--- src/rtl/conv1_scheduler.sv ---
// Layer-1 window sequencer: walks every valid KxK window of the pixel map for each
// kernel, issues it over valid/ready, then waits for the datapath to drain.
module conv1_scheduler #(
    parameter int IMG_W = 28,
    parameter int IMG_H = 28,
    parameter int K     = 3,
    parameter int N_KER = 8,
    localparam int OUT_W = IMG_W - K + 1,
    localparam int OUT_H = IMG_H - K + 1,
    localparam int RW    = $clog2(IMG_H),
    localparam int CW    = $clog2(IMG_W),
    localparam int KW    = $clog2(N_KER)
) (
    input  logic          clk,
    input  logic          rst_n,
    input  logic          start,
    input  logic          win_ready,
    input  logic          dp_idle,
    output logic          win_valid,
    output logic [RW-1:0] win_row,
    output logic [CW-1:0] win_col,
    output logic [KW-1:0] win_ker,
    output logic          win_first_ker,
    output logic          win_last,
    output logic          busy,
    output logic          layer_1_done
);

    typedef enum logic [1:0] {
        IDLE  = 2'd0,
        RUN   = 2'd1,
        DRAIN = 2'd2,
        DONE  = 2'd3
    } state_t;

    state_t        state_q, state_d;
    logic [RW-1:0] row_q, row_d;
    logic [CW-1:0] col_q, col_d;
    logic [KW-1:0] ker_q, ker_d;
    logic          ker_end, col_end, row_end, at_end;

    assign ker_end = (ker_q == KW'(N_KER - 1));
    assign col_end = (col_q == CW'(OUT_W - 1));
    assign row_end = (row_q == RW'(OUT_H - 1));
    assign at_end  = ker_end && col_end && row_end;

    always_ff @(posedge clk or negedge rst_n) begin
        if (!rst_n) begin
            state_q <= IDLE;
            row_q   <= '0;
            col_q   <= '0;
            ker_q   <= '0;
        end else begin
            state_q <= state_d;
            row_q   <= row_d;
            col_q   <= col_d;
            ker_q   <= ker_d;
        end
    end

    // Handshake: a window transfers on a cycle where win_valid and win_ready are both
    // high; until then the descriptor holds and valid is never withdrawn.
    always_comb begin
        state_d = state_q;
        row_d   = row_q;
        col_d   = col_q;
        ker_d   = ker_q;
        case (state_q)
            IDLE: begin
                row_d = '0;
                col_d = '0;
                ker_d = '0;
                if (start) state_d = RUN;
            end
            RUN: begin
                if (win_ready) begin
                    if (at_end) begin
                        row_d   = '0;
                        col_d   = '0;
                        ker_d   = '0;
                        state_d = DRAIN;
                    end else if (ker_end) begin
                        ker_d = '0;
                        if (col_end) begin
                            col_d = '0;
                            row_d = row_q + RW'(1);
                        end else begin
                            col_d = col_q + CW'(1);
                        end
                    end else begin
                        ker_d = ker_q + KW'(1);
                    end
                end
            end
            DRAIN: begin
                if (dp_idle) state_d = DONE;
            end
            DONE: begin
                state_d = IDLE;
            end
            default: state_d = IDLE;
        endcase
    end

    // Every output decodes registered state, so ready/idle never reach an output.
    assign win_valid     = (state_q == RUN);
    assign busy          = (state_q != IDLE);
    assign layer_1_done  = (state_q == DONE);
    assign win_row       = row_q;
    assign win_col       = col_q;
    assign win_ker       = ker_q;
    assign win_first_ker = win_valid && (ker_q == '0);
    assign win_last      = win_valid && at_end;

endmodule

--- config.mk ---
export PLATFORM = sky130hd
export DESIGN_NAME = conv1_scheduler
export DESIGN_NICKNAME = d
export VERILOG_FILES = /design/src/rtl/conv1_scheduler.sv
export SDC_FILE = /design/constraint.sdc
export NUM_CORES = 1
export LEC_CHECK = 0
export CORE_AREA = 4 4 55 57
export CTS_BUF_LIST = sky130_fd_sc_hd__clkbuf_16
export CTS_CLUSTER_SIZE = 24
export DETAILED_ROUTE_END_ITERATION = 8
export DIE_AREA = 0 0 59 61
export PLACE_DENSITY = 0.68
export SETUP_SLACK_MARGIN = 0.05
export SYNTH_ARGS = -nofsm -noshare
export SYNTH_HDL_FRONTEND = slang
export SYNTH_SLANG_ARGS = --single-unit
--- constraint.sdc ---
create_clock -name clk -period 5.19 [get_ports clk]
set_input_delay 0.7785 -clock clk [delete_from_list [all_inputs] [get_ports clk]]
set_output_delay 0.7785 -clock clk [all_outputs]
set_load 0.01 [all_outputs]
==> flow_results.org, run 1 <==
** Run status
- The run finished with clean final reports.

** Layout
- # diodes :: 0
- Final net count :: 147
- In the final layout, the share of cells above drive strength 1 is 5.43%.
- Filler-free cell count of the finished design :: 159
- The area growth from synthesis to layout is 32.2%.

** Yosys
- In this run, synthesis produced a sequential element count of 15.
- Summed over its instances, the top area cell type makes up 38.0% of the synthesized netlist area.
- After technology mapping, the gate count stands at 106.
- Most instantiated flip-flop cell in the synthesis netlist :: dfrtp_1
- Counting flops with a built-in enable in the synthesized netlist gives 0.
- Cell type contributing the most total cell area after synthesis :: dfrtp_1
- In this run, distinct cell masters in the synthesized netlist total 33.
- The number of nets in the synthesized netlist is 123.
- Post-synthesis async set-or-reset flop share :: 100%
- Biggest area contributors in the synthesized netlist :: dfrtp_1, ha_1, o21ai_0, nand2_1, inv_1
- The mapped netlist covers 987 um^2.
- Sequential-to-total area share from yosys stat :: 38.0%
- Average size of a mapped cell :: 9.31 um^2
- During synthesis, Yosys emitted a total of 0 warnings.

** Setup path
- The critical path is of the flop to primary output type.
- The largest single stage delay on the critical path is 0.57 ns.
- For the worst setup path, the data required time is 4.41 ns.
- The worst register-to-register path has a depth of 6.
- Data arrival, critical path :: 2.19 ns
- Cell repeated most along the worst path :: inv_1
- Worst reg2reg path startpoint :: state_q[1]
- Maximum fanout along the worst path :: 15
- STA classifies the critical path startpoint as a flop.
- Reg2Reg Capture Point :: win_row[3]
- Worst Setup EP :: win_last
- The critical path starts at state_q[1].
- The worst setup path is captured at a primary output.
- Worst-path cell with the longest stage delay :: clkdlybuf4s50_1
- R2r setup slk :: 3.22 ns
- Traced cell by cell, the critical path runs through inv_1, ha_1, inv_1, nor3_1, clkdlybuf4s50_1.

** STA
- Based on the critical path, the design can be clocked at up to 0.337 GHz.
- Measured against its own limit, the worst slew margin works out to 54.6%.
- Total Neg Setup Slack :: 0 ns
- Setup repair after global routing left no endpoint under its margin.
- Subtracting the final worst setup slack from the clock period gives 2.96 ns.
- Setup-failing EPs final :: 0
- The hold violation total from the final report is 0.
- The number of slew-limit violations in the final report was 0.
- Dividing the final minimum period by the clock period gives 57.1%.
- Clock skew after layout :: 0.00290 ns
- Worst Max-Slew Pin Slew :: 0.678 ns

** Clocking
- Hold repair after CTS inserted 0 buffers.
- CTS built an H-tree with a depth of 1.
- Cts bufs inserted :: 3
- CTS clock-pin slew for the worst setup and hold paths :: 0.05 ns
- Clock tree synthesis selected as its root buffer the cell clkbuf_16.
- Setup Fix Bufs, Post-CTS :: 0
- Post-cts resize count :: 0
- Max clock buf depth :: 2
- Counting every sink on the clock net gives 15.
- TritonCTS built the clock tree.
- Clock latency on the worst-skew pair, taken at its later pin, is 0.24 ns.

** Pwr
- Total Power Consumption :: 0.496 mW
- Per report_power, the combinational group accounts for 35.3% of the total.
- Part of the total power dissipated in sequential elements :: 34.5%
- Summed over all cells, the static leakage comes to 0.612 nW.
- Power spread over the standard cell area amounts to 380 nW/um^2.
- Net switching component of the power :: 0.159 mW
- Power share of the clock group :: 30.3%
- Internal power comes to 0.337 mW.
- Worst IR Drop VDD :: 0.232 mV
- Switching share of power :: 32.0%

** Global routing
- Total gr overflow :: 0
- For this run, the total global-route usage over all layers was measured as 13.2%.
- The via count of the first global-routing pass came to 844.
- Maximum number of pins on one net before global-route repair :: 16
- Number of antenna violations at the first check in global routing :: 0
- The first global-routing pass estimated 3550 um of wire.

** Floorplan
- Num rows :: 18
- Boundary Pins :: 23
- Core outline area :: 2480 um^2
- Height of the die :: 61 um
- DIE WIDTH :: 59 um
- For this configuration, the core starts out at a cell density of 39.8%.
- The die covers 3600 um^2.

** Routing
- After detailed routing, the number of remaining DRC violations is 0.
- In the routed layout, each cell is associated on average with a via count of 5.36.
- Pre-antenna DRT Iters :: 4
- In the final routed layout, each cell accounts on average for 13.5 um.
- In this run the remaining antenna-violating nets after routing total 0.
- For this block, the initial DRC count from the detailed router was 10.
- Total wirelength of the detailed-routed design :: 2150 um
- For this block, the via count after detailed routing is 852.

** Worst hold path
- Hold WC Path Type :: flop to flop
- Launch point of the worst hold path :: win_row[1]

** Placed design
- Detailed placement ended at an HPWL of 1650 um.
- Weighted congestion at the end of routability-driven global placement :: 0.844
- In this run the tool buffered the top-level ports with 22 buffer cells.
- DP Cell Count :: 155

** Job
- Count of max-cap constraint violations :: 0
[power by group through the flow]
stage,clock network (mW),logic (mW),registers [mW]
3_3_place_gp,0,0.173,0.172
3_5_place_dp,0,0.175,0.173
2_1_floorplan,0,0.0865,0.180
5_1_grt,0.158,0.195,0.176
4_1_cts,0.152,0.177,0.171
6_report,0.150,0.175,0.171
[synth_stat cells, types with 5 or more instances]
cell type  instances
ha_1              12
nand2_1           11
dfrtp_1           15
o21ai_0           12
inv_1             10
nand3_1            7
nor2_1             5
[metal layers]
metal	global-route usage, %	share of wire [%]
met2	22.6	49
met1	14.7	44
met3	3.62	4.9
met5	0	0
met4	7.77	1.8
[layout by cell type (no fill, tap or decap)]
master	count
nand3_1	7
and3b_1	1
and2_1	1
nand3b_1	2
a211oi_1	1
o311ai_0	1
nor3_1	2
and4b_1	1
nand2_1	11
o31ai_1	1
ha_1	12
o22ai_1	2
a32o_1	2
dfrtp_1	15
mux2_1	1
mux2i_1	2
nand4b_2	1
nor4_1	1
a22o_1	2
a22oi_1	1
and3_2	1
clkbuf_16	3
inv_1	10
nand4_1	2
nor2_1	5
a21oi_1	1
mux2_2	1
clkinv_2	1
a21o_1	1
clkdlybuf4s50_1	22
o21ai_0	12
nor2b_1	1
o21bai_1	2
[final cells by class]
cell class,count,area [um^2]
clock buffer,3,75.1
timing repair buffer,22,220
inverter,10,37.5
clock inverter,1,5.00
fill,223,1170
tap,30,37.5
sequential,15,375
multi-input combinational,78,554
[worst max-delay path: cells and delay by family, from the launching register on]
family | cells | cell delay [ns]
flops | 1 | 0.41
simple gates | 1 | 0.24
fa+ha+maj | 1 | 0.44
buf+inv | 3 | 0.84
[registers in the layout, summed over array words and instances (netlist names)]
name,flops
state_q,2
win_col,5
win_ker,3
win_row,5
[through the flow]
| stage | setup WS (ns) | util [%] | instance area, um^2 | hold WS, ns |
|---|---|---|---|---|
| 3_3_place_gp | 2.55 | 49.4 | 1220 | 0.531 |
| 4_1_cts | 2.23 | 52.7 | 1310 | 0.558 |
| 3_5_place_dp | 2.48 | 49.4 | 1220 | 0.547 |
| 5_1_grt | 2.10 | 52.7 | 1310 | 0.594 |
| 2_1_floorplan | 3.14 | - | 987 | 0.483 |
| 6_report | 2.23 | 52.7 | 1310 | 0.556 |
[cells by family after synthesis]
kind of cell,synth area share [%]
AOI/OAI and AO/OA,17.1
adders and majority gates,15.2
buffers and inverters,5.83
DFF,38.0
muxes,4.31
and+or+nand+nor,19.5
[worst min path at each step]
stage                     cells past startpoint         end  slack (ns)
after global placement                        1  state_q[1]        0.53
after detailed placement                      1  state_q[1]        0.55
final                                         2  win_row[1]        0.56
after CTS                                     1  state_q[1]        0.56
after floorplan                               0  state_q[0]        0.48
after global routing                          1  state_q[1]        0.59
No activity file was read; power rests on OpenSTA's default activity.
==> run 2, diff against run 1 <==
==> constraint.sdc (replaced) <==
create_clock -name clk -period 2.93 [get_ports clk]
set_input_delay 0.4395 -clock clk [delete_from_list [all_inputs] [get_ports clk]]
set_output_delay 0.4395 -clock clk [all_outputs]
set_load 0.01 [all_outputs]
==> run 2 against run 1 <==
Against the previous run: combinational power up 75%; via count up 3.3%; clock skew about the same; highest routed layer unchanged.
==> flow_results.org, run 2 (synthesis gave the netlist of run 1 again) <==
** Run status
- Status :: finished clean (unchanged)

** Layout
- The number of nets in the final layout came to 148 (was 147).
- Area grow syn2layout :: 33.0% (was 32.2%)
- The diode insertion count for antenna repair came to 0 (unchanged).
- Leading cell type in the layout, fill and taps excluded :: clkdlybuf4s50_1 (unchanged)
- Highest-count cells in the layout ignoring fill and taps: clkdlybuf4s50_1, dfrtp_1, o21ai_0, ha_1, nand2_1 (unchanged).
- End-of-flow core utilization :: 53.0% (was 52.7%)
- The share of post-route cells with drive strength above 1 came to 6.15% (was 5.43%).

** STA
- Number of hold-slack violations in the final timing report :: 0 (unchanged)
- Worst hold margin :: 0.551 ns (was 0.556 ns)
- The pin slew with the least headroom to its limit was 0.693 ns (was 0.678 ns).
- Setup-failing EPs final :: 0 (unchanged)
- Timing would allow up to 0.410 GHz.
- Final Cycle Share :: 83.2%
- The headroom to the max-slew limit came to 53.6% (was 54.6%).
- Final critical-path required period :: 2.44 ns
- Number of pins with negative max-slew slack in the final report :: 0 (unchanged)
- Total Neg Setup Slack :: 0 ns (unchanged)
- Clock skew after layout :: 0.00303 ns (was 0.00290 ns)
- Setup repair after global routing missed its margin: false (unchanged).

** Setup path
- The endpoint of the worst register-to-register path is win_row[3] (unchanged).
- Buffering stage count on the worst path with inverters included :: 1 (was 3)
- The total stage count of the critical path is 6 (was 5).
- Data arrival, critical path :: 2.00 ns (was 2.19 ns)
- R2r setup slk :: 1.04 ns (was 3.22 ns)
- Startpoint Class :: flop (unchanged)
- Maximum fanout along the worst path :: 5 (was 15)
- Critical Path Start :: win_ker[0] (was state_q[1])
- Worst-path cell with the longest stage delay :: clkdlybuf4s50_1 (unchanged)
- Worst Setup EP :: win_last (unchanged)
- Cell type group with the largest total delay on the critical path :: buffers and inverters (unchanged)
- CP required :: 2.49 ns (was 4.41 ns)
- The most common cell type on the critical path was ha_1 (was inv_1).
- Sort of element at the end of the critical path :: primary output (unchanged)
- Path type of the worst setup path :: flop to primary output (unchanged)
- The startpoint of the most critical register-to-register path is state_q[1] (unchanged).
- Cell breakdown of the critical path :: ha_1, ha_1, and2_1, nand2_1, nor3_1, clkdlybuf4s50_1 (was inv_1, ha_1, inv_1, nor3_1, clkdlybuf4s50_1)
- Length in cells of the worst reg-to-reg path :: 7 (was 6)
- The biggest cell delay along the critical path is 0.57 ns (about the same).

** Clocking
- Clock tree from TritonCTS :: yes (unchanged)
- The CTS sink count was 15 (unchanged).
- Max clock buf depth :: 2 (unchanged)
- The latest clock arrival within the worst-skew pair is 0.25 ns (was 0.24 ns).
- Setup Fix Bufs, Post-CTS :: 0 (unchanged)
- H-Tree Depth :: 1 (unchanged)
- The clock transition time at the flip-flop clock pins of the worst setup and hold paths came to 0.05 ns (about the same).
- The CTS buffer count came to 3 (unchanged).
- The root buffer selected by CTS is clkbuf_16 (unchanged).
- The post-cts repair resize count was 0 (unchanged).
- Cts hold-fix bufs :: 0 (unchanged)

** Pwr
- Part of the total power dissipated in sequential elements :: 34.5% (about the same)
- Worst IR Drop VDD :: 0.405 mV (was 0.232 mV)
- The static leakage is 0.616 nW (was 0.612 nW).
- The switching share of total power is 32.0% (about the same).
- Cell internal power dissipation :: 0.597 mW (was 0.337 mW)
- The part of the power in combinational logic was 35.0% (was 35.3%).
- The power density over the cells is 669 nW/um^2 (was 380 nW/um^2).
- Net switching component of the power :: 0.281 mW (was 0.159 mW)
- Power share of the clock group :: 30.5% (was 30.3%)

** Routing
- The detail-routed net length per standard cell is 13.5 um (about the same).
- The total number of vias was 880 (was 852).
- Starting DRC count in detailed routing :: 27 (was 10)
- The via-per-instance ratio came to 5.50 (was 5.36).
- Detail Route Antenna Nets :: 0 (unchanged)
- The total iterations of the first detailed-routing run was 4 (unchanged).
- The DRC violations left came to 0 (unchanged).
- The total length of routed wires came to 2160 um (was 2150 um).

** Floorplan
- The area enclosed by the die boundary is 3600 um^2 (unchanged).
- Boundary Pins :: 23 (unchanged)
- Core outline area :: 2480 um^2 (unchanged)
- Height of the die :: 61 um (unchanged)
- The placement row count was 18 (unchanged).
- The die width came to 59 um (unchanged).
- The starting density of the core came to 39.8% (unchanged).

** Worst hold path
- Hold WC Path Type :: flop to flop (unchanged)

** Placed design
- Weighted congestion at the end of routability-driven global placement :: 0.836 (was 0.844)
- The total of buffers placed on input and output ports was 22 (unchanged).
- The sum of net half-perimeters after detailed placement is 1660 um (was 1650 um).

** Global routing
- The met3 track demand over resource is 3.19% (was 3.62%).
- The largest net degree at the start of global routing came to 16 (unchanged).
- The first-pass GRT wire length came to 3950 um (was 3550 um).
- The remaining global-route overflow was 0 (unchanged).
- The global-route met1 utilization was 17.4% (was 14.7%).
- Met2 track demand over resource :: 23.8% (was 22.6%)
- Total GRT Usage :: 14.3% (was 13.2%)
- The busiest layer in global routing is met2 (unchanged).
- The initial antenna violation count came to 0 (unchanged).
- Via count of the first global-routing pass :: 909 (was 844)

** Job
- The number of maximum-capacitance constraint violations was 0 (unchanged).
==> run 2: changes by cell type in the layout (fill, tap and decap cells not counted), sizes merged <==
| cell | delta |
|---|---|
| buf | +1 |
==> run 2: metrics by stage <==
| stage | setup slack, ns | cells | area [um^2] | power [mW] |
|---|---|---|---|---|
| 2_1_floorplan | 1.22 | 106 | 987 | 0.472 |
| 3_3_place_gp | 0.813 | 156 | 1230 | 0.605 |
| 3_5_place_dp | 0.766 | 156 | 1230 | 0.614 |
| 4_1_cts | 0.496 | 160 | 1310 | 0.885 |
| 5_1_grt | 0.292 | 160 | 1310 | 0.942 |
| 6_report | 0.491 | 160 | 1310 | 0.878 |
==> run 2: cell type report <==
cell class	count	area, um^2
fillers	250	1160
multi-input cells	78	554
flip-flops and latches	15	375
repair buffers	23	228
clock buffers	3	75.1
inverters	10	37.5
well taps	30	37.5
clock inverters	1	5.00
==> run 2: worst min-delay path by stage <==
| stage | from | end | slack, ns | cells past startpoint |
|---|---|---|---|---|
| 3_5_place_dp | win_ker[1] | win_ker[1] | 0.54 | 1 |
| 6_report | win_ker[1] | win_ker[1] | 0.55 | 1 |
| 3_3_place_gp | win_ker[1] | win_ker[1] | 0.54 | 1 |
| 4_1_cts | state_q[1] | state_q[1] | 0.56 | 1 |
| 5_1_grt | win_ker[0] | win_ker[0] | 0.60 | 1 |
| 2_1_floorplan | rst_n | state_q[0] | 0.14 | 0 |
==> run 2: power by group through the flow <==
stage | registers (mW) | clock network (mW) | logic, mW
floorplan | 0.319 | 0 | 0.153
global placement | 0.302 | 0 | 0.303
detailed placement | 0.307 | 0 | 0.307
CTS | 0.304 | 0.271 | 0.311
global route | 0.315 | 0.284 | 0.342
finish | 0.303 | 0.268 | 0.307
==> run 2: metal layers <==
metal | part of all wire (%) | wire length (um)
met2 | 49 | 1070
met4 | 1.6 | 34
met5 | 0 | 0
met3 | 5.2 | 112
met1 | 44 | 948
==> patch (config.mk and constraints of run 1) <==
Reset style: synchronous (`rst_n`), changed in one clocked block.
--- a/src/rtl/conv1_scheduler.sv
+++ b/src/rtl/conv1_scheduler.sv
@@ -46,3 +46,3 @@
 
-    always_ff @(posedge clk or negedge rst_n) begin
+    always_ff @(posedge clk) begin
         if (!rst_n) begin
Check against the original RTL: differs if rst_n is asserted again (counterexample within 4 cycles, from zero or initial values and one cycle with rst_n low); with rst_n held inactive, the same outputs for 10 cycles.
==> patch against run 1 <==
- design area down 7.4%
- worst setup slack improved by 0.22 ns
- combinational power grew 23%
- area after synthesis is 9.0% lower
- fmax rose by 8.0%
- wire length fell by 14%
- sequential cell count stayed put
- register-to-register slack improved by 0.02 ns
- power is 2.7% higher
- worst hold slack worse by 0.056 ns
- first-iteration DRC count increased by 40%
- cell count down 1.9%
- critical endpoint unchanged
==> patch: results (changes against run 1) <==
| Metric | Value |
|---|---|
| Synth cell types | `33 (unchanged)` |
| EDFF count, synth | `0 (unchanged)` |
| Routability Congestion | `0.774 (was 0.844)` |
| Max IR drop VDD | `0.269 mV (was 0.232 mV)` |
| Synth area leaders | `dfxtp_1 33%, ha_1 15%, inv_1 4.6% (was dfrtp_1 38%, ha_1 15%, o21ai_0 6.1%)` |
| Status | `completed (unchanged)` |
| Leakage | `0.464 nW (was 0.612 nW)` |
| Syn nets | `119 (was 123)` |
| N_diodes | `0 (unchanged)` |
| Setup bufs post-CTS | `0 (unchanged)` |
| Total GRT Usage | `11.6% (was 13.2%)` |
| Ys async rst share | `0% (was 100%)` |
| DP HPWL | `1450 um (was 1650 um)` |
| DRT iter0 DRCs | `14 (was 10)` |
| CTS Buffer Depth | `2 (unchanged)` |
| Largest net degree at the start of global routing | `12 (was 16)` |
| Vias in the first global route | `745 (was 844)` |
| Port Buffer Count | `22 (unchanged)` |
| Ys flop type | `dfxtp_1 (was dfrtp_1)` |
| Yosys warns | `0 (unchanged)` |
| Root Driver | `clkbuf_16 (unchanged)` |
| Most instantiated cells after synthesis | `15 x dfxtp_1, 11 x ha_1, 11 x inv_1 (was 15 x dfrtp_1, 12 x ha_1, 12 x o21ai_0)` |
| Max transition margin | `75.5% (was 54.6%)` |
| GR Overflow Total | `0 (unchanged)` |
| CP max FO | `5 (was 15)` |
| Layout Skew | `0.00140 ns (was 0.00290 ns)` |
| Worst-path clk slew | `0.05 ns (about the same)` |
| H-tree depth | `1 (unchanged)` |
| Drt pass-1 iters | `4 (unchanged)` |
| Final Net Count | `143 (was 147)` |
| Clock Latency Late Sink | `0.24 ns (about the same)` |
| Initial antenna violation count | `0 (unchanged)` |
| Total CTS buffers | `3 (unchanged)` |
| WP data arrival | `1.96 ns (was 2.19 ns)` |
| Via count | `771 (was 852)` |
| First-pass GRT wire length | `3130 um (was 3550 um)` |
| Seq/Total Area, Yosys | `33.4% (was 38.0%)` |
| WL final | `1850 um (was 2150 um)` |
| Fillers | `253 (was 223)` |
| Layout cells sized above 1 | `6.35% (was 5.43%)` |
| Min-delay worst type | `register to register (unchanged)` |
| Post-CTS Resized | `0 (unchanged)` |
## patch: changes by cell type in the layout (fill, tap and decap cells not counted), sizes merged, moves of 3 or more
cell	change
nand3	-4
xor2	+3
a21oi	+6
nor2	+4
o21ai	-7
dfrtp	-15
dfxtp	+15
nand2	-3
## patch: cells by family after synthesis
group	Yosys count	synth area share, %
AOI/OAI and AO/OA	23	17.3
xor gates and xnor gates	4	3.90
adders and majority gates	11	15.3
buffers and inverters	14	7.52
DFF	15	33.4
muxes	2	2.23
and+or+nand+nor	34	20.3
## patch: power by group
part           internal [mW]  switching [mW]  leakage, nW
combinational         0.0987           0.118        0.300
sequential             0.129          0.0158        0.122
clock                  0.102          0.0455       0.0423
total                  0.330           0.179        0.464
## patch: critical path, cell delays in order (launching register included)
cell             delay (ns)
dfxtp_1                0.40
ha_1                   0.19
ha_1                   0.20
and2_1                 0.20
nand3_1                0.09
nor2_1                 0.09
clkdlybuf4s50_1        0.54
## patch: worst paths after layout
path	from	end	slack, ns	cells after the start
max	win_ker[0]	win_last	2.45	6
min	win_row[4]	win_row[4]	0.50	2
max reg2reg	state_q[1]	win_row[4]	3.24	6
min reg2reg	win_row[4]	win_row[4]	0.50	2
## patch: stage by stage
stage,instances,instance area (um^2),hold slack (ns),setup WS [ns]
final,156,1210,0.500,2.45
after global routing,156,1210,0.531,2.34
after CTS,156,1210,0.496,2.42
after detailed placement,152,1130,0.489,2.70
after global placement,152,1130,0.477,2.74
after floorplan,103,898,0.468,3.24
## patch: layout make-up
cell class                 instances  area [um^2]  area share (%)
tap                               30         37.5            3.11
clock inverter                     1         3.75           0.311
multi-input combinational         74          531            43.9
inverter                          11         41.3            3.42
sequential                        15          300            24.8
timing repair buffer              22          220            18.2
clock buffer                       3         75.1            6.21
## patch: metal layers
| metal | GRT usage, % | share of wire, % | vias to the layer above |
|---|---|---|---|
| met3 | 4.26 | 6.0 | 2 |
| met1 | 13.2 | 45 | 350 |
| met2 | 19.2 | 48 | 15 |
| met5 | 0 | 0 | - |
| li1 | - | - | 404 |
| met4 | 5.83 | 0.92 | 0 |
